===== src/rtl/ufm_dump_ctrl.sv =====
// Walks a window of UFM pages byte by byte and streams each byte out through a
// UART-style handshake. Optional burst header (0x55, sequence) under UFM_DUMP_HEADER_EN.
module ufm_dump_ctrl #(
  parameter int unsigned START_PAGE   = 2042,
  parameter int unsigned NUM_PAGES    = 4,
  parameter int unsigned BREAK_CYCLES = 12090000,
  parameter bit          CONTINUOUS   = 1'b1
) (
  input  logic        clk,
  input  logic        rst_n,
  input  logic        start,
  input  logic        abort,
  output logic [14:0] src_addr,
  output logic        src_rd,
  input  logic [7:0]  src_data,
  input  logic        src_valid,
  output logic [7:0]  tx_data,
  output logic        tx_wr,
  input  logic        tx_ready,
  output logic        busy,
  output logic        done
);

  localparam logic [10:0] PAGE0    = 11'(START_PAGE);
  localparam logic [3:0]  LAST_OFF = 4'(NUM_PAGES - 1);
  localparam logic [31:0] BRK_M1   = (BREAK_CYCLES == 0) ? 32'd0 : 32'(BREAK_CYCLES - 1);

`ifdef UFM_DUMP_HEADER_EN
  typedef enum logic [2:0] {S_IDLE, S_FETCH, S_SEND, S_PAUSE, S_HDR0, S_HDR1} state_t;
  logic [7:0] seq;
`else
  typedef enum logic [1:0] {S_IDLE, S_FETCH, S_SEND, S_PAUSE} state_t;
`endif

  state_t      state;
  logic [3:0]  byte_r;
  logic [3:0]  off_r;
  logic [31:0] pause_cnt;
  logic        last;

  function automatic logic [14:0] addr_of(input logic [3:0] off, input logic [3:0] byt);
    logic [10:0] pg;
    pg = PAGE0 + {7'd0, off};
    return {pg, byt};
  endfunction

  assign last = (byte_r == 4'd15) && (off_r == LAST_OFF);

  always_ff @(posedge clk or negedge rst_n) begin
    if (!rst_n) begin
      state     <= S_IDLE;
      byte_r    <= '0;
      off_r     <= '0;
      pause_cnt <= '0;
      src_addr  <= '0;
      src_rd    <= 1'b0;
      tx_data   <= '0;
      tx_wr     <= 1'b0;
      busy      <= 1'b0;
      done      <= 1'b0;
`ifdef UFM_DUMP_HEADER_EN
      seq       <= '0;
`endif
    end else begin
      done <= 1'b0;
      if (abort) begin
        // Drop whatever is in flight, including a half-finished tx handshake.
        state  <= S_IDLE;
        src_rd <= 1'b0;
        tx_wr  <= 1'b0;
        busy   <= 1'b0;
      end else begin
        case (state)
          S_IDLE: if (start) begin
            byte_r <= '0;
            off_r  <= '0;
            busy   <= 1'b1;
`ifdef UFM_DUMP_HEADER_EN
            state   <= S_HDR0;
            tx_data <= 8'h55;
            tx_wr   <= 1'b1;
`else
            state    <= S_FETCH;
            src_addr <= addr_of(4'd0, 4'd0);
            src_rd   <= 1'b1;
`endif
          end
          S_FETCH: if (src_valid) begin
            tx_data <= src_data;
            src_rd  <= 1'b0;
            tx_wr   <= 1'b1;
            state   <= S_SEND;
          end
          S_SEND: if (tx_ready) begin
            tx_wr <= 1'b0;
            if (last) begin
              done      <= 1'b1;
              byte_r    <= '0;
              off_r     <= '0;
              pause_cnt <= BRK_M1;
`ifdef UFM_DUMP_HEADER_EN
              seq       <= seq + 8'd1;
`endif
              if (!CONTINUOUS) begin
                state <= S_IDLE;
                busy  <= 1'b0;
              end else if (BREAK_CYCLES == 0) begin
`ifdef UFM_DUMP_HEADER_EN
                state   <= S_HDR0;
                tx_data <= 8'h55;
                tx_wr   <= 1'b1;
`else
                state    <= S_FETCH;
                src_addr <= addr_of(4'd0, 4'd0);
                src_rd   <= 1'b1;
`endif
              end else begin
                state <= S_PAUSE;
              end
            end else begin
              // Page offset advances together with the 15->0 byte wrap.
              byte_r   <= byte_r + 4'd1;
              if (byte_r == 4'd15) off_r <= off_r + 4'd1;
              src_addr <= addr_of((byte_r == 4'd15) ? off_r + 4'd1 : off_r, byte_r + 4'd1);
              src_rd   <= 1'b1;
              state    <= S_FETCH;
            end
          end
          S_PAUSE: begin
            if (pause_cnt == 32'd0) begin
`ifdef UFM_DUMP_HEADER_EN
              state   <= S_HDR0;
              tx_data <= 8'h55;
              tx_wr   <= 1'b1;
`else
              state    <= S_FETCH;
              src_addr <= addr_of(4'd0, 4'd0);
              src_rd   <= 1'b1;
`endif
            end else begin
              pause_cnt <= pause_cnt - 32'd1;
            end
          end
`ifdef UFM_DUMP_HEADER_EN
          S_HDR0: if (tx_ready) begin
            tx_data <= seq;
            state   <= S_HDR1;
          end
          S_HDR1: if (tx_ready) begin
            tx_wr    <= 1'b0;
            src_addr <= addr_of(4'd0, 4'd0);
            src_rd   <= 1'b1;
            state    <= S_FETCH;
          end
`endif
          default: begin
            state  <= S_IDLE;
            src_rd <= 1'b0;
            tx_wr  <= 1'b0;
            busy   <= 1'b0;
          end
        endcase
      end
    end
  end

endmodule

===== config.mk =====
export PLATFORM = sky130hd
export DESIGN_NAME = ufm_dump_ctrl
export DESIGN_NICKNAME = d
export VERILOG_FILES = /design/src/rtl/ufm_dump_ctrl.sv
export SDC_FILE = /design/constraint.sdc
export NUM_CORES = 1
export LEC_CHECK = 0
export BUFFER_PORTS_ARGS = -buffer_cell sky130_fd_sc_hd__buf_2
export CAP_MARGIN = 0
export CORE_ASPECT_RATIO = 0.7
export CORE_MARGIN = 3
export CORE_UTILIZATION = 63
export DETAILED_ROUTE_END_ITERATION = 10
export PLACE_DENSITY = 0.95
export SLEW_MARGIN = 20
export SYNTH_ARGS = -nofsm -noshare
export SYNTH_HDL_FRONTEND = slang
export SYNTH_SLANG_ARGS = --single-unit

===== constraint.sdc =====
create_clock -name clk -period 6 [get_ports clk]
set_clock_uncertainty 0.2 [all_clocks]
set_input_delay 1.2 -clock clk [delete_from_list [all_inputs] [get_ports clk]]
set_output_delay 1.2 -clock clk [all_outputs]
set_load 0.02 [all_outputs]

Word level (Yosys, flattened, before mapping)
Cells that the tools add are included.

Flip-flop bits (word level): 69. Input port bits: 14. Output and inout bits: 27. Word-level logic and storage cells: 89.

Add/subtract/negate cells: 4. Eq/ne operators: 16. Mux-type cells: 41. Bitwise operators: 1. Reduce and logical (&&, ||, !) cells: 17.

Operators with widths (count): $mux 32 (3); $pmux 32 s2 (1); $mux 15 (4); $pmux 15 s3 (1); $logic_not 32->1 (1); $sub 32x1->32 const B (1); $mux 4 (6); $pmux 4 s2 (2); $mux 1 (15); $ne 3x3->1 const B (5); $mux 2 (6); $ne 2x2->1 const B (6); $reduce_and 5->1 (2); $add 4x1->4 const B (2); $pmux 2 s4 (1); $reduce_and 4->1 (2); $reduce_bool 2->1 (4); $add 4x5->6 const A (1); $reduce_and 3->1 (2); $reduce_and 6->1 (1); $reduce_bool 3->1 (2); $eq 2x2->1 const B (2); $eq 4x2->1 const B (1); $eq 4x4->1 const B (1); 7 further kinds (7).

Depth between registers and ports, before layout
Gate-level depths: netlist (run 1).

Depth after elaboration: 6. Gate-level depth with buffers: 10. Depth with buffers taken out: 9.

Worst setup path before layout (run 1)
Ideal clock, no wire load.

Path kind: input -> register. From: input abort. To: register pause_cnt[11]. Library setup time: 79 ps. Data arrival time: 2388 ps. Data required time: 5721 ps. Path slack: 3333 ps. Stages: 6. Buffers on the path: 2. Cell sequence: nand3b_1 or4_1 clkbuf_1 clkbuf_1 and2_0 mux2i_1.

Word-level cells in the longest chain between the ends: 2.

Ends and longest elaborated chain: start, declared (line 12) `input logic abort,`; $not 1->1 (no line); $reduce_and 5->1 (no line); end signal, assigned (line 141) `pause_cnt <= pause_cnt - 32'd1;`; end, declared (line 38) `logic [31:0] pause_cnt;`.

Every way passes these cells. A chain may end at the register's enable or synchronous reset.

Worst setup path after layout (run 1)
From: register state[0]. To: register pause_cnt[28].

Word-level cells in the longest chain between the ends: 3. Elaborated cells between the ends (all ways): 8.

Ends and longest elaborated chain: start, declared (line 35) `state_t state;`; start signal, assigned (line 51) `state <= S_IDLE;`; start signal, assigned (line 68) `state <= S_IDLE;`; start signal, assigned (line 83) `state <= S_FETCH;`; $eq 2x2->1 (line 73) `case (state)`; $ne 2x2->1 (no line) / $reduce_bool 2->1 (equally long branches); $reduce_and 5->1 (no line).

Parallel ways exist; a longest one is shown, timed or not.

==> out/metrics.csv, run 1 <==
metric;value;unit
grt_first_pass_wirelength;14.5;mm
grt_max_degree;65;
yosysSeqAreaShare;0.426;
initial_core_util;0.682;
syn_avg_cell_area;9.68;um2
dp_hpwl;6.00;mm
slew_headroom;0.323;
num-nets-final;439;
wl_per_cell;17.7;um
drt-total-wl;8.68;mm
period_minus_slack;3.23;ns
syn-num-nets;411;
synth_edf_count;0;
antenna_cells;0;
slew_violations;0;
drc;0;
synthAdderAreaFrac;0.0300;
ant_nets;0;
path_class;flop to flop;
cap_violations;0;
fp-row-count;22;
ir_drop;292;uV
synth_ff_type;dfrtp_1;
power;0.00168;W
yosysWarnings;0;
syn_inst;388;
grt.overflow.total;0;
die_h;70.6;um
synth_xor_area_frac;0.00933;
vias;3231;
synth_area_leaders;dfrtp_1 (43%), mux2i_1 (4.3%), or4_1 (3.4%);
drive_above_1_share;0.203;
cts_tree;yes;
fillers;370;
hold_path.class;flop to flop;
coreArea;5510;um2
setup-violations-final;0;
cts_root_buffer;clkbuf_8;
worst_pin_slew;1.01;ns
synth-seq-cells;64;
synth_top_cell_by_area;dfrtp_1;
slowest_stage;nor4_1;
endpoint_kind;flop;
synth_compound_gate_area_share;0.121;
cts.path.max_buffers;2;
antenna_found_initial;0;
setup_tns;0;ns
cts_setup_buffers;0;
gp_congestion;0.903;
path_clk_slew;0.07;ns
synth_area;3760;um2
min_period_over_period;0.539;
arrival;3.27;ns
syn_to_final_growth;9.53;%
numCtsBuffers;9;
critPathMaxFanout;23;
h-tree-depth;3;
yosys-mux-area-fraction;0.0896;
die_w;98.3;um
fmax;309;MHz
start_kind;flop;
synth.top_cell.area_share;0.426;
rsz0062_at_grt;no;
synth-simple-area-share;0.274;
crit_chain;inv_1 > ha_1 > a41oi_1 > nor4_1 > nand3_1 > mux2i_1;
p_per_area;409;nW/um2
yosys.cell_count.top_type;dfrtp_1;
leakagePower;1.92;nW
status;complete, no violations;
dr.pass1.iters;5;
drt_iter0_drc;375;
cts_repair_resize_count;0;
die_area;6940;um2
synth_top_family_by_area;simple AND/OR/NAND/NOR gates;
critPathMaxStageDelay;0.95;ns
cts_hold_buf;0;
clk_latency;0.35;ns
via_per_inst;6.59;
clock_sinks;64;
finalHoldViolations;0;
ys_async_sr_fraction;1.00;
grt_pass1_vias;2983;
io_buffers;40;
synthDistinctLibCells;57;
pin_count;41;
synthTopCellsByCount;dfrtp_1 (64), nand2_1 (27), nor2_1 (26);
grt_usage;0.260;
required;6.03;ns
reg2reg_slack;2.77;ns
-- stage by stage --
step,instances,setup WS [ns],instance area (um2),hold slack (ns),utilization
floorplan,388,3.33,3760,0.275,-
finish,490,2.77,4110,0.303,0.747
global route,490,2.56,4110,0.331,0.747
detailed placement,477,2.72,3950,0.291,0.718
CTS,490,2.86,4110,0.305,0.747
global placement,477,2.88,3950,0.283,0.718
-- final timing paths --
kind                                          from                         to  depth (start not counted)
max in group asynchronous                    rst_n   pause_cnt[8]$_DFFE_PN0P_                          2
hold reg to reg            src_addr[5]$_DFFE_PN0P_    src_addr[5]$_DFFE_PN0P_                          1
setup reg to reg              state[0]$_DFFE_PN0P_  pause_cnt[28]$_DFFE_PN0P_                          6
hold / removal             src_addr[5]$_DFFE_PN0P_    src_addr[5]$_DFFE_PN0P_                          1
min in group asynchronous                    rst_n    src_addr[3]$_DFFE_PN0P_                          2
setup / recovery              state[0]$_DFFE_PN0P_  pause_cnt[28]$_DFFE_PN0P_                          6
-- per-layer routing --
| layer | vias to the layer above | global-route usage | part of all wire |
|---|---|---|---|
| met2 | 125 | 0.389 | 0.47 |
| met4 | 0 | 0.0727 | 0.016 |
| met3 | 24 | 0.0837 | 0.074 |
| met5 | - | 0 | 0 |
| li1 | 1490 | - | - |
| met1 | 1592 | 0.366 | 0.44 |
-- power by group --
| part | internal, W | switching [W] |
|---|---|---|
| clock | 0.000165 | 0.000154 |
| sequential | 0.000530 | 0.000105 |
| combinational | 0.000266 | 0.000465 |
-- layout by cell type (no fill, tap or decap), drive strengths merged, types with 11 or more instances in the layout --
cell,n
dfrtp,64
buf,43
nand2,27
nor2,26
or4,18
nor4,17
mux2i,16
inv,16
nand3,16
mux2,14
o31ai,12
a21oi,12
o21ai,12
clkbuf,12
nand4,11
-- cell families after synthesis --
kind of cell / count (synthesis)
multiplexers: 30
adder cells (fa/ha/maj): 9
buffers and inverters: 42
AND/OR/NAND/NOR: 176
AO/OA/AOI/OAI: 63
XOR/XNOR: 4
flip-flops: 64
-- cell type report --
cell class,count,area (um2),share of cell area
clock buffer,12,155,0.0377
clock inverter,1,5.00,0.00122
inverter,16,60.1,0.0146
multi-input combinational,282,1980,0.481
sequential,64,1600,0.389
tap,72,90.1,0.0219
timing repair buffer,43,223,0.0541
-- worst max-delay path, delay by kind of cell (launching register included) --
family	cells	cell delay, ns
AOI/OAI and AO/OA	1	0.41
adders and majority gates	1	0.64
buffers and inverters	1	0.14
DFF	1	0.44
muxes	1	0.16
and+or+nand+nor	2	1.13
-- state kept, by name, summed over array words and instances (netlist names) --
name       flops
pause_cnt     32
state          2
src_rd         1
busy           1
byte_r         4
tx_data        8
src_addr      10
tx_wr          1
off_r          4
done           1
No activity file was read; power rests on OpenSTA's default activity.
==> inputs of run 2 (changes only) <==
--- a/config.mk
+++ b/config.mk
@@ -9,9 +9,9 @@
 export CAP_MARGIN = 0
 export CORE_ASPECT_RATIO = 0.7
 export CORE_MARGIN = 3
-export CORE_UTILIZATION = 63
+export CORE_UTILIZATION = 59
 export DETAILED_ROUTE_END_ITERATION = 10
-export PLACE_DENSITY = 0.95
+export PLACE_DENSITY = 0.91
 export SLEW_MARGIN = 20
 export SYNTH_ARGS = -nofsm -noshare
 export SYNTH_HDL_FRONTEND = slang
==> constraint.sdc (replaced) <==
create_clock -name clk -period 3.1 [get_ports clk]
set_clock_uncertainty 0.2 [all_clocks]
set_input_delay 0.62 -clock clk [delete_from_list [all_inputs] [get_ports clk]]
set_output_delay 0.62 -clock clk [all_outputs]
set_load 0.02 [all_outputs]
==> out/metrics.csv, run 2 (synthesis results as in run 1) <==
metric;value;unit;change
mostFrequentLayoutCells;dfrtp_1 (64), buf_2 (40), nand2_1 (27);;unchanged
critPathMaxStageDelay;0.68;ns;was 0.95 ns
wl_per_cell;18.5;um;was 17.7 um
holdWs;0.228;ns;was 0.303 ns
arrival;2.95;ns;was 3.27 ns
finalHoldViolations;0;;unchanged
top_layer_used;met4;;unchanged
worst_pin_slew;0.974;ns;was 1.01 ns
required;3.16;ns;was 6.03 ns
ir_drop;561;uV;was 292 uV
fmax;345;MHz;was 309 MHz
swShare;0.439;;was 0.430
fillers;420;;was 370
coreArea;5930;um2;was 5510 um2
final-seq-area;1600;um2;unchanged
route.met2.wl;4.39;mm;was 4.05 mm
antenna_found_initial;0;;unchanged
slew_headroom;0.351;;was 0.323
ant_nets;0;;unchanged
dp_hpwl;6.49;mm;was 6.00 mm
cts.path.max_buffers;2;;unchanged
worstReg2RegStart;off_r[0]$_DFFE_PN0P_;;was state[0]$_DFFE_PN0P_
multi_input_area;1980;um2;about the same
cts_hold_buf;0;;unchanged
route.met3.wl;784;um;was 641 um
hold_path.class;input pin to asynchronous set/reset pin;;was flop to flop
reg_top3;pause_cnt: 32 flops, src_addr: 10 flops, tx_data: 8 flops;;unchanged
switchingPower;0.00148;W;was 0.000724 W
p_per_area;802;nW/um2;was 409 nW/um2
wl_met1;4.03;mm;was 3.85 mm
pin_count;41;;unchanged
layout_commonest_cell;dfrtp_1;;unchanged
grt_usage;0.271;;was 0.260
period_minus_slack;2.90;ns;was 3.23 ns
path_clk_slew;0.07;ns;about the same
drive_above_1_share;0.224;;was 0.203
pwr-share-seq;0.365;;was 0.377
dr.pass1.iters;7;;was 5
io_buffers;40;;unchanged
final_area;4200;um2;was 4110 um2
cts_repair_resize_count;0;;unchanged
syn_to_final_growth;11.8;%;was 9.53%
drt_iter0_drc;479;;was 375
post_dp_cell_area;4030;um2;was 3950 um2
clock_sinks;64;;unchanged
crit_family;simple AND/OR/NAND/NOR gates;;unchanged
via_per_inst;6.51;;was 6.59
setup-violations-final;0;;unchanged
drc;0;;unchanged
min_period_over_period;0.935;;was 0.539
die_area;7370;um2;was 6940 um2
endpoint_kind;flop;;unchanged
die_w;101;um;was 98.3 um
rsz0062_at_grt;no;;unchanged
gp_congestion;0.908;;was 0.903
slew_violations;0;;unchanged
crit_chain;ha_1 > nor3b_1 > a41o_1 > nand2_1 > or4_1 > a21oi_1;;was inv_1 > ha_1 > a41oi_1 > nor4_1 > nand3_1 > mux2i_1
cap_violations;0;;unchanged
largest_register_ffs;32;;unchanged
vias;3282;;was 3,231
grt_max_degree;44;;was 65
cp_num_buf_inv;0;;was 1
grt_first_pass_wirelength;15.6;mm;was 14.5 mm
leakagePower;1.97;nW;was 1.92 nW
drt-total-wl;9.32;mm;was 8.68 mm
h-tree-depth;3;;unchanged
status;complete, no violations;;unchanged
cts_tree;yes;;unchanged
die_h;72.8;um;was 70.6 um
setup_tns;0;ns;unchanged
start_kind;flop;;unchanged
path_class;flop to flop;;unchanged
grt_pass1_vias;3096;;was 2,983
worstSetupStartpoint;off_r[0]$_DFFE_PN0P_;;was state[0]$_DFFE_PN0P_
power;0.00337;W;was 0.00168 W
grt.overflow.total;0;;unchanged
top_register;pause_cnt;;unchanged
clkPwrFrac;0.189;;about the same
reg2reg_slack;0.20;ns;was 2.77 ns
initial_core_util;0.634;;was 0.682
critPathMaxFanout;21;;was 23
num-nets-final;448;;was 439
antenna_cells;0;;unchanged
clk_latency;0.34;ns;was 0.35 ns
cts_setup_buffers;0;;unchanged
p_comb_frac;0.447;;was 0.434
slowest_stage;or4_1;;was nor4_1
fp-row-count;23;;was 22
cts_root_buffer;clkbuf_8;;unchanged
numCtsBuffers;9;;unchanged
power.internal;0.00189;W;was 0.000960 W
## run 2: changes by cell type in the layout (fill, tap and decap cells not counted)
cell	change
clkinv_2	+1
clkinvlp_4	+1
a2111oi_1	+1
buf_4	+9
a2111oi_0	-1
## run 2: stage by stage
stage               worst slack, ns   util  instances
global placement              0.333  0.679        489
CTS                           0.248  0.708        504
floorplan                     0.440      -        388
detailed placement            0.298  0.679        489
finish                        0.202  0.708        504
global route                 0.0256  0.708        504
## run 2: layer usage
layer	GRT usage	vias to the layer above
met1	0.388	1589
met2	0.408	162
met3	0.0726	16
met4	0.0752	0
li1	-	1515
met5	0	-
## run 2: path summary, 6_finish.rpt
| check | end | depth (start not counted) |
|---|---|---|
| max | pause_cnt[17]$_DFFE_PN0P_ | 6 |
| min reg2reg | src_addr[3]$_DFFE_PN0P_ | 1 |
| min | byte_r[1]$_DFFE_PN0P_ | 1 |
| max reg2reg | pause_cnt[17]$_DFFE_PN0P_ | 6 |
| min in group clk | tx_data[4]$_DFFE_PN0P_ | 2 |
| max in group asynchronous | pause_cnt[17]$_DFFE_PN0P_ | 2 |
## run 2: cell type report
cell class | count | share of cell area
multi-input combinational | 282 | 0.472
timing repair buffer | 52 | 0.0691
sequential | 64 | 0.381
clock buffer | 12 | 0.0369
clock inverter | 3 | 0.00417
inverter | 16 | 0.0143
tap | 75 | 0.0223
## run 2: power groups by stage
stage                     Sequential [W]  Combinational, W  Clock, W
after floorplan                  0.00127          0.000962         0
after global placement           0.00122           0.00138         0
after detailed placement         0.00123           0.00144         0
after CTS                        0.00122           0.00146  0.000651
after global routing             0.00126           0.00163  0.000688
final                            0.00123           0.00151  0.000635
==> inputs of run 3 (changes only) <==
--- a/config.mk
+++ b/config.mk
@@ -11,7 +11,7 @@
 export CORE_MARGIN = 3
 export CORE_UTILIZATION = 59
 export DETAILED_ROUTE_END_ITERATION = 10
-export PLACE_DENSITY = 0.91
+export PLACE_DENSITY = 0.8
 export SLEW_MARGIN = 20
 export SYNTH_ARGS = -nofsm -noshare
 export SYNTH_HDL_FRONTEND = slang
==> out/metrics.csv, run 3 (synthesis results as in run 1) <==
metric;value;unit;change
path_class;flop to flop;;unchanged
grt_max_degree;65;;was 44
final_area;4260;um2;was 4200 um2
drc;0;;unchanged
dr.pass1.iters;5;;was 7
setup-violations-final;0;;unchanged
arrival;2.86;ns;was 2.95 ns
required;3.14;ns;was 3.16 ns
power.internal;0.00199;W;was 0.00189 W
reg_top3;pause_cnt: 32 flops, src_addr: 10 flops, tx_data: 8 flops;;unchanged
grt_pass1_vias;2995;;was 3,096
p_comb_frac;0.426;;was 0.447
drive_above_1_share;0.231;;was 0.224
post_dp_cell_area;4050;um2;was 4030 um2
min_period_over_period;0.911;;was 0.935
critPathMaxFanout;11;;was 21
die_area;7370;um2;unchanged
cts_hold_buf;0;;unchanged
num-nets-final;450;;was 448
grt.overflow.total;0;;unchanged
drt-total-wl;8.60;mm;was 9.32 mm
grt_first_pass_wirelength;14.4;mm;was 15.6 mm
crit_top_cell;or4_1;;
endpoint_kind;flop;;unchanged
wl_per_cell;17.0;um;was 18.5 um
hold_path.class;input pin to asynchronous set/reset pin;;unchanged
period_minus_slack;2.82;ns;was 2.90 ns
clock_sinks;64;;unchanged
swShare;0.424;;was 0.439
fp-row-count;23;;unchanged
status;complete, no violations;;unchanged
fmax;354;MHz;was 345 MHz
clk_latency;0.35;ns;was 0.34 ns
mostFrequentLayoutCells;dfrtp_1 (64), buf_2 (40), nand2_1 (27);;unchanged
largest_register_ffs;32;;unchanged
dp_hpwl;6.01;mm;was 6.49 mm
antenna_found_initial;0;;unchanged
drt_iter0_drc;313;;was 479
critPathMaxStageDelay;0.58;ns;was 0.68 ns
numCtsBuffers;9;;unchanged
pin_count;41;;unchanged
switchingPower;0.00147;W;was 0.00148 W
slowest_stage;or4_1;;unchanged
io_buffers;40;;unchanged
setup_tns;0;ns;unchanged
die_w;101;um;unchanged
clkPwrFrac;0.217;;was 0.189
crit_chain;or4_1 > or4_1 > o41ai_4 > nand3_2 > buf_4 > mux2_4;;was ha_1 > nor3b_1 > a41o_1 > nand2_1 > or4_1 > a21oi_1
antenna_cells;0;;unchanged
ant_nets;0;;unchanged
die_h;72.8;um;unchanged
leakagePower;1.99;nW;was 1.97 nW
h-tree-depth;3;;unchanged
finalHoldViolations;0;;unchanged
via_per_inst;6.41;;was 6.51
path_clk_slew;0.08;ns;was 0.07 ns
cap_violations;0;;unchanged
cts.path.max_buffers;2;;unchanged
start_kind;flop;;unchanged
rsz0062_at_grt;no;;unchanged
layout_commonest_cell;dfrtp_1;;unchanged
gp_congestion;0.902;;was 0.908
coreArea;5930;um2;unchanged
top_register;pause_cnt;;unchanged
pwr-share-seq;0.357;;was 0.365
initial_core_util;0.634;;unchanged
cts_setup_buffers;0;;unchanged
slew_violations;0;;unchanged
p_per_area;812;nW/um2;was 802 nW/um2
cts_repair_resize_count;0;;unchanged
cts_tree;yes;;unchanged
cts_root_buffer;clkbuf_8;;unchanged
grt_usage;0.249;;was 0.271
syn_to_final_growth;13.4;%;was 11.8%
slew_headroom;0.514;;was 0.351
ir_drop;437;uV;was 561 uV
worst_pin_slew;0.723;ns;was 0.974 ns
vias;3248;;was 3,282
fillers;441;;was 420
## run 3: worst paths after layout
path / from / end / slack, ns / cells past startpoint
setup / recovery: pause_cnt[18]$_DFFE_PN0P_ / src_addr[1]$_DFFE_PN0P_ / 0.28 / 6
hold / removal: rst_n / pause_cnt[2]$_DFFE_PN0P_ / 0.06 / 2
setup reg to reg: pause_cnt[18]$_DFFE_PN0P_ / src_addr[1]$_DFFE_PN0P_ / 0.28 / 6
hold reg to reg: tx_data[1]$_DFFE_PN0P_ / tx_data[1]$_DFFE_PN0P_ / 0.30 / 1
max in group asynchronous: rst_n / pause_cnt[31]$_DFFE_PN0P_ / 2.36 / 2
min in group clk: src_data[5] / tx_data[5]$_DFFE_PN0P_ / 0.30 / 2
## run 3: layout make-up
class,count,area [um2],share of cell area
timing repair buffer,54,318,0.0746
clock inverter,6,67.6,0.0159
inverter,16,60.1,0.0141
multi-input combinational,282,1980,0.465
clock buffer,10,138,0.0323
tap,75,93.8,0.0220
sequential,64,1600,0.376
## run 3: stage by stage
step / worst slack (ns) / std cells / hold WS [ns] / total power, W / utilization
6_report: 0.276 / 507 / 0.0648 / 0.00346 / 0.718
5_1_grt: 0.191 / 507 / 0.0770 / 0.00367 / 0.718
3_3_place_gp: 0.339 / 491 / 0.281 / 0.00262 / 0.684
2_1_floorplan: 0.440 / 388 / 0.124 / 0.00223 / -
4_1_cts: 0.286 / 507 / 0.0720 / 0.00344 / 0.718
3_5_place_dp: 0.316 / 491 / 0.288 / 0.00268 / 0.684
## run 3: layer usage
metal / vias to the layer above / track usage / share of wire
met2: 151 / 0.377 / 0.45
met4: 0 / 0.0959 / 0.014
met3: 19 / 0.0688 / 0.082
li1: 1519 / - / -
met1: 1559 / 0.343 / 0.45
met5: - / 0 / 0
## run 3: worst max-delay path, delay by kind of cell (launching register included)
family,cells,cell delay (ns)
muxes,1,0.31
DFF,1,0.42
AOI/OAI and AO/OA,1,0.43
buffers and inverters,1,0.21
and+or+nand+nor,3,1.14
## run 3: power groups by stage
| stage | sequential (W) | clock (W) | combinational (W) |
|---|---|---|---|
| after detailed placement | 0.00124 | 0 | 0.00144 |
| after CTS | 0.00123 | 0.000766 | 0.00145 |
| final | 0.00123 | 0.000750 | 0.00147 |
| after global placement | 0.00122 | 0 | 0.00140 |
| after floorplan | 0.00127 | 0 | 0.000962 |
| after global routing | 0.00126 | 0.000809 | 0.00160 |
